$ cat config.mk
export PLATFORM = sky130hd
export DESIGN_NAME = mux_disp_scan
export DESIGN_NICKNAME = d
export VERILOG_FILES = /design/src/rtl/disp_pkg.sv /design/src/rtl/hex7seg.sv /design/src/rtl/mux_disp_scan.sv
export SDC_FILE = /design/constraint.sdc
export NUM_CORES = 1
export LEC_CHECK = 0
export ABC_AREA = 1
export BUFFER_PORTS_ARGS = -buffer_cell sky130_fd_sc_hd__buf_2
export CAP_MARGIN = 20
export CORE_MARGIN = 5
export CORE_UTILIZATION = 30
export DETAILED_ROUTE_END_ITERATION = 10
export HOLD_SLACK_MARGIN = 0.08
export PLACE_DENSITY = 0.51
export SYNTH_ARGS = -nofsm -noshare
export SYNTH_HDL_FRONTEND = slang
export SYNTH_SLANG_ARGS = --single-unit
$ cat constraint.sdc
create_clock -name CLOCK_50 -period 3.2 [get_ports CLOCK_50]
set_clock_uncertainty 0.15 [all_clocks]
set_input_delay 0.16 -clock CLOCK_50 [delete_from_list [all_inputs] [get_ports CLOCK_50]]
set_output_delay 0.16 -clock CLOCK_50 [all_outputs]
set_load 0.05 [all_outputs]
$ cat src/rtl/disp_pkg.sv
// Shared display constants: active-low hex segment patterns (bit 6 = g .. bit 0 = a),
// the blank pattern, the channel-select state type and the digit-count helper.
package disp_pkg;

    localparam logic [6:0] SEG_BLANK = 7'h7F;

    localparam logic [6:0] SEG_HEX [16] = '{
        7'h40, 7'h79, 7'h24, 7'h30, 7'h19, 7'h12, 7'h02, 7'h78,
        7'h00, 7'h10, 7'h08, 7'h03, 7'h46, 7'h21, 7'h06, 7'h0E
    };

    typedef enum logic [1:0] {
        ST_MANUAL = 2'd0,
        ST_AUTO   = 2'd1,
        ST_HOLD   = 2'd2
    } scan_st_e;

    function automatic int nd_of(input int w);
        return (w + 3) / 4;
    endfunction

endpackage

$ cat src/rtl/hex7seg.sv
// Combinational nibble to active-low seven-segment decoder.
module hex7seg
    import disp_pkg::*;
(
    input  logic [3:0] nib_i,
    output logic [6:0] seg_o
);

    assign seg_o = SEG_HEX[nib_i];

endmodule

$ cat src/rtl/mux_disp_scan.sv
// Channel selector with manual / auto-rotate scanning, showing the selected
// channel in hex on ND registered active-low seven-segment digits.
module mux_disp_scan
    import disp_pkg::*;
#(
    parameter int NCH   = 5,
    parameter int W     = 3,
    parameter int DWELL = 50_000_000,
    localparam int SW   = (NCH > 1) ? $clog2(NCH) : 1,
    localparam int ND   = nd_of(W),
    localparam int CW   = (DWELL > 2) ? $clog2(DWELL) : 1
) (
    input  logic              CLOCK_50,
    input  logic              KEY0,
    input  logic [NCH*W-1:0]  data_i,
    input  logic [SW-1:0]     sel_i,
    input  logic              mode_i,
    input  logic              hold_i,
    output logic [7*ND-1:0]   HEX,
    output logic [SW-1:0]     chan_o,
    output logic              valid_o
);

    logic [NCH*W-1:0] data_s1_q, data_s2_q;
    logic [SW-1:0]    sel_s1_q, sel_s2_q;
    logic             mode_s1_q, mode_s2_q;
    logic             hold_s1_q, hold_s2_q;

    logic [SW-1:0]    cur_q, cur_d;
    logic [CW-1:0]    cnt_q, cnt_d;
    logic [7*ND-1:0]  hex_q, hex_d;
    logic [SW-1:0]    chan_q, chan_d;
    logic             valid_q, valid_d;

    scan_st_e         st;
    logic             legal;
    logic [W-1:0]     chan_val;
    logic [4*ND-1:0]  nib_all;
    logic [7*ND-1:0]  seg_all;

    // Mode outranks hold, hold outranks terminal count; manual keeps cnt at 0
    // so entering auto always starts a full dwell.
    always_comb begin
        cnt_d = cnt_q;
        cur_d = cur_q;
        st    = !mode_s2_q ? ST_MANUAL : (hold_s2_q ? ST_HOLD : ST_AUTO);
        case (st)
            ST_MANUAL: begin
                cnt_d = '0;
                cur_d = sel_s2_q;
            end
            ST_AUTO: begin
                if (cnt_q == CW'(DWELL - 1)) begin
                    cnt_d = '0;
                    cur_d = (cur_q >= SW'(NCH - 1)) ? '0 : cur_q + 1'b1;
                end else begin
                    cnt_d = cnt_q + 1'b1;
                end
            end
            default: ;
        endcase
    end

    always_comb begin
        legal    = (int'(cur_q) < NCH);
        chan_val = '0;
        for (int k = 0; k < NCH; k++) begin
            if (int'(cur_q) == k) chan_val = data_s2_q[k*W +: W];
        end
        nib_all          = '0;
        nib_all[W-1:0]   = chan_val;
        hex_d            = legal ? seg_all : {ND{SEG_BLANK}};
        chan_d           = cur_q;
        valid_d          = legal;
    end

    for (genvar d = 0; d < ND; d++) begin : g_dig
        hex7seg u_dig (
            .nib_i (nib_all[4*d +: 4]),
            .seg_o (seg_all[7*d +: 7])
        );
    end

    always_ff @(posedge CLOCK_50 or negedge KEY0) begin
        if (!KEY0) begin
            data_s1_q <= '0;
            data_s2_q <= '0;
            sel_s1_q  <= '0;
            sel_s2_q  <= '0;
            mode_s1_q <= 1'b0;
            mode_s2_q <= 1'b0;
            hold_s1_q <= 1'b0;
            hold_s2_q <= 1'b0;
            cur_q     <= '0;
            cnt_q     <= '0;
            hex_q     <= {ND{SEG_BLANK}};
            chan_q    <= '0;
            valid_q   <= 1'b0;
        end else begin
            data_s1_q <= data_i;
            data_s2_q <= data_s1_q;
            sel_s1_q  <= sel_i;
            sel_s2_q  <= sel_s1_q;
            mode_s1_q <= mode_i;
            mode_s2_q <= mode_s1_q;
            hold_s1_q <= hold_i;
            hold_s2_q <= hold_s1_q;
            cur_q     <= cur_d;
            cnt_q     <= cnt_d;
            hex_q     <= hex_d;
            chan_q    <= chan_d;
            valid_q   <= valid_d;
        end
    end

    assign HEX     = hex_q;
    assign chan_o  = chan_q;
    assign valid_o = valid_q;

endmodule

==> Word-level counts from Yosys, hierarchy flattened <==
Memory sizes are Yosys's and may differ from the RTL's.
Cells that the tools add are included.
{ "word_totals": {"register_bits": 80, "mem_bits_ro": 112, "input_bits": 22, "out_inout_bits": 11, "elab_cells": 46, "mem_count": 1} }
{ "mem_list": {"columns": ["name", "depth", "word_bits", "rd", "rd_ports_with_merged_regs", "wr", "line", "text"], "rows": [
  ["(no name shown)", 16, 7, 1, 0, 0, "hex7seg.sv:9", "assign seg_o = SEG_HEX[nib_i];"]
]} }
{ "op_classes": {"addsub": 2, "magnitude_cmp": 3, "n_eq_ne": 7, "mux": 15, "bitwise": 1, "n_reduce_logical": 4} }
{ "op_table": {"columns": ["cell", "count"], "rows": [
  ["one-hot mux 26 bit (2 select lines)", 1],
  ["adder 26 x 1 -> 26 bit, second input constant", 1],
  ["== test 26 bit, second input constant", 1],
  ["2-to-1 mux 26 bit", 1],
  ["2-to-1 mux 3 bit", 7],
  ["2-to-1 mux 7 bit", 3],
  ["== test 3 bit, second input constant", 3],
  ["one-hot mux 3 bit (2 select lines)", 1],
  [">= comparator 5 bit, second input constant", 1],
  ["NOT 3 -> 5 bit", 1],
  ["2-to-1 mux 2 bit", 2],
  ["adder 3 x 1 -> 3 bit, second input constant", 1],
  ["== test 3 x 2 -> 1 bit, second input constant", 1],
  [">= comparator 3 bit, second input constant", 1],
  ["zero test 3 bit", 1],
  ["less-than comparator 3 bit, second input constant", 1],
  ["== test 2 x 1 -> 1 bit, second input constant", 1],
  ["zero test 2 bit", 1],
  ["!= test 2 bit, second input constant", 1],
  ["AND reduction 2 bit", 1],
  ["nonzero test 2 bit", 1]
]} }

==> Depth between registers and ports, before layout <==
Gate-level depths: netlist (run 1).
{ "depth": {"ltp_word": 11, "ltp_mapped": 14, "ltp_nobuf": 14} }

==> By module <==
Synthesis (run 1) repeated with hierarchy kept, for this count alone.
{ "hier_totals": {"hier_cells": 449, "hier_area_um2": 3808.7} }
{ "modules_own_cells": {"columns": ["mod", "n_inst", "cells_per_inst", "area_each_um2", "seq_area_each_um2"], "rows": [
  ["mux_disp_scan", 1, 400, 3534.6, 2010.7],
  ["hex7seg", 1, 49, 274.0, 0.0]
]} }

==> Worst setup path before layout (run 1) <==
No wires, ideal clock.
{ "synth_path": {"path_kind": "reg-to-reg", "start": "register cur_q[0] (netlist: chan_d[0])", "end": "register hex_q[3] (netlist: HEX[3])", "setup_time_ns": 0.064, "arrival_ns": 1.790, "t_required_ns": 2.986, "path_slack_ns": 1.196, "path_stages_with_launch": 11, "n_path_buf": 0, "period_less_slack_ns": 2.004, "cell_sequence": "dfrtp_1 -> inv_1 -> ha_1 -> nand2_1 -> or2_2 -> nand2_1 -> inv_1 -> ha_1 -> inv_1 -> nand2_1 -> nand3_1"} }
{ "synth_via": {"elab_chain_cells": 11, "word_cells_on_any_way": 16, "classes_between": "order compare (1); eq/ne (4); mux (8); bitwise (1); reduce/logical (1); memory (1)"} }
{ "synth_rtl": {"columns": ["element", "line", "text"], "rows": [
  ["start, declared", "mux_disp_scan.sv:29", "logic [SW-1:0] cur_q, cur_d;"],
  ["start signal, assigned", "mux_disp_scan.sv:108", "cur_q <= cur_d;"],
  ["zero test 3 bit", "mux_disp_scan.sv:68", "if (int'(cur_q) == k) chan_val = data_s2_q[k*W +: W];"],
  ["2-to-1 mux 3 bit (5 in series)", "mux_disp_scan.sv:68", null],
  ["NOT 3 -> 5 bit (not written as such)", "hex7seg.sv:9", null],
  ["memory read (16 x 7 bit)", null, null],
  ["2-to-1 mux 7 bit (not written as such) (2 in series)", "hex7seg.sv:9", null],
  ["2-to-1 mux 7 bit (*)", "mux_disp_scan.sv:72", "hex_d = legal ? seg_all : {ND{SEG_BLANK}};"],
  ["net hex_d[3]", "mux_disp_scan.sv:31", "logic [7*ND-1:0] hex_q, hex_d;"],
  ["end signal, assigned", "mux_disp_scan.sv:96", "hex_q <= {ND{SEG_BLANK}};"],
  ["end, declared", "mux_disp_scan.sv:31", null]
]} }
Mark *: on every way through the listed nets, which the timed path passes. The rest lies on a longest branch. The select of a mux whose other input is x is not followed.
A chain may end at the register's enable or synchronous reset.

==> Worst setup path in the final report (run 1) <==
Ends and elaborated chain as after synthesis.

==> Implementation_results.wiki, run 1 <==
{| class="wikitable"
! Metric !! Value
|-
| CP Class || reg2reg
|-
| Fraction of power consumed by combinational cells || 17.1%
|-
| # fillers || 1,110
|-
| Unrepaired setup endpoints after global routing || false
|-
| Global-route wire length before repair || 13,000 um
|-
| Violation count after the first detailed-routing iteration || 125
|-
| Cell area power density || 619 nW/um2
|-
| Nets in the synthesized netlist || 413
|-
| XOR/XNOR share of the synthesized area || 2.73%
|-
| Number of antenna violations at the first check in global routing || 0
|-
| Routed vias/inst || 4.48
|-
| WHS Endpoint || sel_s2_q[1]$_DFF_PN0_
|-
| Final net count || 478
|-
| Flops & latches, synth || 80
|-
| Post_cts resized || 0
|-
| Root Buffer || clkbuf_16
|-
| Required @ worst endpoint || between 3 and 4 ns
|-
| Via count of the routed design || approximately 2,700
|-
| Vias in the first global route || 2,737
|-
| Clock sink total || 80
|-
| Worst-case register-to-register setup slack || 0.97 ns
|-
| Post-Route Utilization || 38.8%
|-
| Rows || 39
|-
| Setup violations, final || 0
|-
| Min Clock Period, post-route || 2.23 ns
|-
| Final critical-path share of the clock period || 69.8%
|-
| Crit path DAT || ~2.4 ns
|-
| Area share of and/or/nand/nor cells after synthesis || 28.0%
|-
| Combinational family with the most area after synthesis || simple AND/OR/NAND/NOR gates
|-
| Number of cells produced by synthesis || 384
|-
| Hold_ws || ~0.20 ns
|-
| Area of the core || 11,500 um2
|-
| Overall power consumption || 2.75 mW
|-
| Cell internal power dissipation || a little under 2 mW
|-
| Num CTS Buffers || 9
|-
| Most common cell after layout, fill and taps aside || nand2_1
|-
| Clock transition at the registers of the reported paths || roughly 0.060 ns
|-
| Maximum root-to-sink buffer count || 2
|-
| H-tree lvl count || 3
|-
| Sequential-to-total area share from yosys stat || 57.0%
|-
| Post-synthesis adder-cell area fraction || 2.48%
|-
| Drc violations || 0
|-
| Critical path launch point type || flip-flop
|-
| Sw frac || 29.5%
|-
| Power share of the clock group || between 40% and 50%
|-
| Fraction of layout cells with a size suffix above 1 || approximately 20%
|-
| Post-Route Setup TNS || 0 ns
|-
| Floorplan die height || 118 um
|-
| Per-cell routed wire length || 12.3 um
|-
| Pre-Repair DR Iteration Count || 5
|-
| Total gr overflow || 0
|-
| Clock tree from TritonCTS || built
|-
| Min-Delay Startpoint || sel_s1_q[1]$_DFF_PN0_
|-
| Routed wire length || 7330 um
|-
| Final ANT Viol Nets || 0
|-
| Setup slack of the critical path after layout || 0.967 ns
|-
| Worst reg2reg path startpoint || chan_d[0]$_DFFE_PN0P_
|-
| Share of the synthesized area in compound gates (AO/OA/AOI/OAI) || under 10%
|-
| Max-slew headroom at the worst pin || 59.3%
|-
| Multiplexer share of the synthesized area || 0%
|-
| Layout overhead on the synthesized area || 26.1%
|-
| Final count of hold timing violations || 0
|-
| Max cap viols || 0
|-
| Worst Path Max Fanout || 7
|-
| Maximum number of pins on one net before global-route repair || 81
|-
| Number of buffers added on ports || 32
|-
| Final weighted congestion of routability-driven global placement || 0.863
|-
| Setup slack after placement || 0.983 ns
|-
| Synthesized area divided by synthesized cell count || 9.19 um2
|-
| Post-CTS Setup Repair Bufs || 0
|-
| Post-Synthesis Cell Area || 3530 um2
|-
| Overall routing resource usage || 11.3%
|-
| Net switching component of the power || 0.813 mW
|-
| Die Outline Area || 14,000 um2
|-
| Initial core utilization || roughly 30%
|-
| Worst-case vdd ir drop || 0.330 mV
|-
| Capture instance of the worst register-to-register path || HEX[3]$_DFF_PN1_
|-
| Diodes inserted || 0
|-
| CP Capture Type || flip-flop
|-
| Hold path depth || 0
|-
| Count of different cell masters after synthesis || 30
|-
| Worst Max-Slew Pin Slew || about 0.61 ns
|-
| Commonest cells after routing, fill and taps aside || 109 x nand2_1, 73 x dfrtp_1, 38 x inv_1, 37 x nand3_1, 31 x buf_2
|-
| Path category of the worst min-delay check || reg2reg
|-
| Boundary pin count || 33
|-
| Skew-Pair Late Insertion Delay || 0.33 ns
|-
| F_max || ~450 MHz
|-
| Total count of max-transition violations in the final report || 0
|-
| Share of total power in sequential cells || 41.7%
|-
| Result of the run || finished, final reports clean
|-
| Chip Width || 118 um
|-
| Static Leak || ~2.0 nW
|-
| YS warnings || 0
|-
| Register-to-Register Path Depth || 10
|-
| Detailed placer's ending HPWL || 5070 um
|}
worst max path at each step:
stage                        to  cells after the start                   from
5_1_grt        HEX[3]$_DFF_PN1_                     10  chan_d[0]$_DFFE_PN0P_
6_report       HEX[3]$_DFF_PN1_                     10  chan_d[0]$_DFFE_PN0P_
2_1_floorplan  HEX[3]$_DFF_PN1_                     10  chan_d[0]$_DFFE_PN0P_
3_3_place_gp   HEX[3]$_DFF_PN1_                     10  chan_d[0]$_DFFE_PN0P_
3_5_place_dp   HEX[3]$_DFF_PN1_                     10  chan_d[0]$_DFFE_PN0P_
4_1_cts        HEX[3]$_DFF_PN1_                     10  chan_d[0]$_DFFE_PN0P_
kinds of logic (layout without fill, tap and decap cells):
logic type / after synthesis / after routing
flip-flops: 80 / 80
XOR/XNOR: 11 / 11
AND/OR/NAND/NOR: 210 / 210
buffers and inverters: 48 / 118
AO/OA/AOI/OAI: 28 / 28
adder cells (fa/ha/maj): 7 / 7
cell type report:
type	count	area (um2)	area share, %
flip-flops and latches	80	2010	45.2
multi-input cells	256	1330	29.8
repair buffers	58	433	9.73
clock buffers	9	225	5.06
well taps	143	179	4.02
inverters	44	166	3.74
clock inverters	7	106	2.39
registers in the layout, indices dropped and copies added, names as in the netlist:
signal and cells:
hold_s2_q 1, mode_s1_q 1, mode_s2_q 1, sel_s2_q 3, HEX 7, chan_o 3
data_s1_q 15, hold_s1_q 1, cnt_q 26, sel_s1_q 3, data_s2_q 15, valid_o 1
chan_d 3
routing by layer:
layer	wire, um	GRT usage [%]	vias to the layer above
met5	0	0	-
met4	133	4.39	0
met3	293	2.53	9
met2	3400	17.7	39
met1	3510	15.4	1269
li1	-	-	1355
power groups by stage:
stage / clock [mW] / sequential [mW] / combinational [mW]
2_1_floorplan: 0 / 1.34 / 0.152
3_3_place_gp: 0 / 1.17 / 0.446
3_5_place_dp: 0 / 1.17 / 0.450
4_1_cts: 1.17 / 1.15 / 0.470
5_1_grt: 1.21 / 1.16 / 0.515
6_report: 1.14 / 1.15 / 0.470
stage by stage:
stage	instances	cell area, um2
floorplan	384	3530
global placement	558	3870
detailed placement	558	3870
CTS	595	4410
global route	597	4450
finish	597	4450
what timing repair did:
action,in CTS,in global routing
hold endpoints to repair,93,7
hold buffers,21,1
setup endpoints to repair,0,0
Yosys cell counts, drive strengths merged:
| library cell | n | share of area (%) |
|---|---|---|
| o22ai | 4 | 0.71 |
| nand3 | 46 | 7.8 |
| o21bai | 1 | 0.21 |
| o21ai | 18 | 2.7 |
| dfstp | 7 | 5.2 |
| nor2 | 33 | 4.5 |
| dfrtp | 73 | 52 |
| xor2 | 8 | 2.0 |
| buf | 2 | 0.46 |
| nor3 | 11 | 2.1 |
| clkbuf | 2 | 0.21 |
| o31ai | 2 | 0.43 |
| nand4 | 6 | 1.1 |
| xnor2 | 3 | 0.74 |
| ha | 7 | 2.5 |
| nand2 | 111 | 12 |
| inv | 42 | 4.5 |
| a21oi | 3 | 0.43 |
| or2 | 3 | 0.53 |
| clkinv | 2 | 0.25 |
worst max-delay path, cell delays in order, from the launching register on:
cell and delay [ns]:
dfrtp_1 0.44, inv_1 0.13, ha_1 0.23, nand2_1 0.16
or2_2 0.31, nand2_1 0.16, inv_1 0.08, ha_1 0.29
inv_1 0.07, nand2_1 0.05, nand3_1 0.10
No activity file was read; power rests on OpenSTA's default activity.
==> run 2, diff against run 1 <==
Settings changed: PLACE_DENSITY 0.51 to 0.53.
Clock period 3.2 ns to 2.05 ns, I/O delays scaled along.
==> Implementation_results.wiki, run 2 (synthesis gave the netlist of run 1 again) <==
{| class="wikitable"
! Metric !! Value
|-
| Cell internal power dissipation || 3.10 mW
|-
| Slowest-stage cell, CP || dfrtp_2
|-
| Initial core utilization || 30.8%
|-
| Crit path DAT || 2.10 ns
|-
| Max cap viols || 0
|-
| Non-Filler Instances || 609
|-
| Commonest cells after routing, fill and taps aside || 109 x nand2_1, 71 x dfrtp_1, 35 x nand3_1, 35 x inv_1, 31 x buf_2
|-
| Required @ worst endpoint || roughly 2.2 ns
|-
| Total count of max-transition violations in the final report || 0
|-
| Clock tree from TritonCTS || built
|-
| Path category of the worst min-delay check || in2async
|-
| Setup slack after placement || -0.0232 ns
|-
| Violation count after the first detailed-routing iteration || 88
|-
| Floorplan die height || 118 um
|-
| Global-route wire length before repair || approximately 13,000 um
|-
| Worst Max-Slew Pin Slew || around 0.37 ns
|-
| Cell area power density || 955 nW/um2
|-
| Area of the core || 11,500 um2
|-
| Critical path launch point type || flip-flop
|-
| Root Buffer || clkbuf_16
|-
| Maximum number of pins on one net before global-route repair || 57
|-
| Post-Route Utilization || 40.4%
|-
| Vias in the first global route || about 2,800
|-
| Fraction of layout cells with a size suffix above 1 || 25.8%
|-
| Num CTS Buffers || 9
|-
| Net switching component of the power || 1.33 mW
|-
| Skew-Pair Late Insertion Delay || 0.33 ns
|-
| Unrepaired setup endpoints after global routing || true
|-
| Register with the most flip-flops || cnt_q
|-
| Final count of hold timing violations || 0
|-
| Number of placed cells counting well taps || around 570
|-
| H-tree lvl count || 3
|-
| Post-Route Setup TNS || 0 ns
|-
| Sw frac || 30.0%
|-
| Final Instance Area || 4630 um2
|-
| Worst-case vdd ir drop || approximately 0.41 mV
|-
| Buffers and inverters on the worst path || 2
|-
| Die Outline Area || 14,000 um2
|-
| Worst Path Max Fanout || 5
|-
| Placed cell area || a little under 4000 um2
|-
| Total gr overflow || 0
|-
| Clock transition at the registers of the reported paths || 0.07 ns
|-
| Overall power consumption || ~4.4 mW
|-
| Final ANT Viol Nets || 0
|-
| Hold_ws || 0.0828 ns
|-
| Fraction of power consumed by combinational cells || between 10% and 20%
|-
| Via count of the routed design || roughly 2,700
|-
| Detailed placer's ending HPWL || approximately 5300 um
|-
| Category of cells accounting for the largest share of critical-path delay || simple AND/OR/NAND/NOR gates
|-
| Max incr delay on CP || 0.47 ns
|-
| Final net count || just under 500
|-
| Final critical-path share of the clock period || 97.3%
|-
| Min Clock Period, post-route || 2.00 ns
|-
| CP Capture Type || flip-flop
|-
| F_max || 501 MHz
|-
| Setup violations, final || 0
|-
| Pre-Repair DR Iteration Count || 5
|-
| Result of the run || finished, final reports clean
|-
| Routed wire length || 7840 um
|-
| Number of antenna violations at the first check in global routing || 0
|-
| Setup slack of the critical path after layout || 0.0548 ns
|-
| Most repeated library cell on the critical path || ha_1
|-
| Number of buffers added on ports || 32
|-
| Diodes inserted || 0
|-
| CP Class || reg2reg
|-
| Per-cell routed wire length || 12.9 um
|-
| Max-slew headroom at the worst pin || roughly three quarters
|-
| Drc violations || 0
|-
| Clock sink total || 80
|-
| Final weighted congestion of routability-driven global placement || between 0.8 and 0.9
|-
| Static Leak || approximately 2.1 nW
|-
| Routed vias/inst || 4.49
|-
| Rows || 39
|-
| Number of flip-flops in the largest register || 26
|-
| Registers with the most flip-flops || cnt_q: 26 flops, data_s1_q: 15 flops, data_s2_q: 15 flops
|-
| CP cell instances || inv_2 -> ha_1 -> nand2_2 -> or2_2 -> nand3_2 -> a21oi_2 -> ha_1 -> inv_1 -> o21ai_0
|-
| Share of total power in sequential cells || 40.6%
|-
| Overall routing resource usage || between 10 and 15%
|-
| Layout overhead on the synthesized area || 31.3%
|-
| Maximum root-to-sink buffer count || 2
|-
| Boundary pin count || 33
|-
| Power share of the clock group || 40.4%
|-
| Most common cell after layout, fill and taps aside || nand2_1
|-
| Chip Width || 118 um
|}
## run 2: cell types whose count changed in the layout (fill, tap and decap cells not counted), moves of 3 or more
cell,before,now
ha_4,0,3
ha_1,7,3
buf_4,4,16
nor2_1,27,24
inv_1,38,35
inv_2,4,7
## run 2: worst register-to-register path: stages (launching register included)
cell     delay [ns]
dfrtp_2        0.47
inv_2          0.10
ha_1           0.16
nand2_2        0.09
or2_2          0.30
nand3_2        0.11
a21oi_2        0.07
ha_1           0.28
inv_1          0.04
o21ai_0        0.16
## run 2: power by group through the flow
stage / clock network [mW] / logic [mW] / registers [mW]
2_1_floorplan: 0 / 0.237 / 2.09
3_3_place_gp: 0 / 0.735 / 1.82
3_5_place_dp: 0 / 0.743 / 1.82
4_1_cts: 1.83 / 0.781 / 1.80
5_1_grt: 1.89 / 0.917 / 1.81
6_report: 1.79 / 0.840 / 1.80
## run 2: area by class of cell
cell class | instances | area, um2
fill | 1106 | 6830
sequential | 80 | 2010
multi-input combinational | 256 | 1410
timing repair buffer | 70 | 526
clock buffer | 9 | 225
tap | 143 | 179
inverter | 44 | 166
clock inverter | 7 | 114
## run 2: routing by layer
layer	vias up	wire length (um)	GRT usage (%)
met5	-	0	0
met4	0	136	5.17
met3	11	217	2.39
met2	50	3690	18.2
met1	1290	3800	15.5
li1	1381	-	-
## run 2: final timing paths
check	cells past startpoint	start	to	slack, ns
max in group asynchronous	3	KEY0	HEX[1]$_DFF_PN1_	1.02
max reg2reg	9	chan_d[0]$_DFFE_PN0P_	HEX[1]$_DFF_PN1_	0.05
min	2	KEY0	cnt_q[19]$_DFFE_PN0P_	0.08
min reg2reg	0	sel_s1_q[1]$_DFF_PN0_	sel_s2_q[1]$_DFF_PN0_	0.20
max	9	chan_d[0]$_DFFE_PN0P_	HEX[1]$_DFF_PN1_	0.05
min in group CLOCK_50	0	sel_s1_q[1]$_DFF_PN0_	sel_s2_q[1]$_DFF_PN0_	0.20
## run 2: timing repair
action | in CTS | in global routing
setup endpoints to repair | 2 | 15
resized for setup | 2 | 22
hold endpoints to repair | 95 | 0
hold buffers | 21 | 0
buffers inserted | 0 | 6
pin swaps | 0 | 12
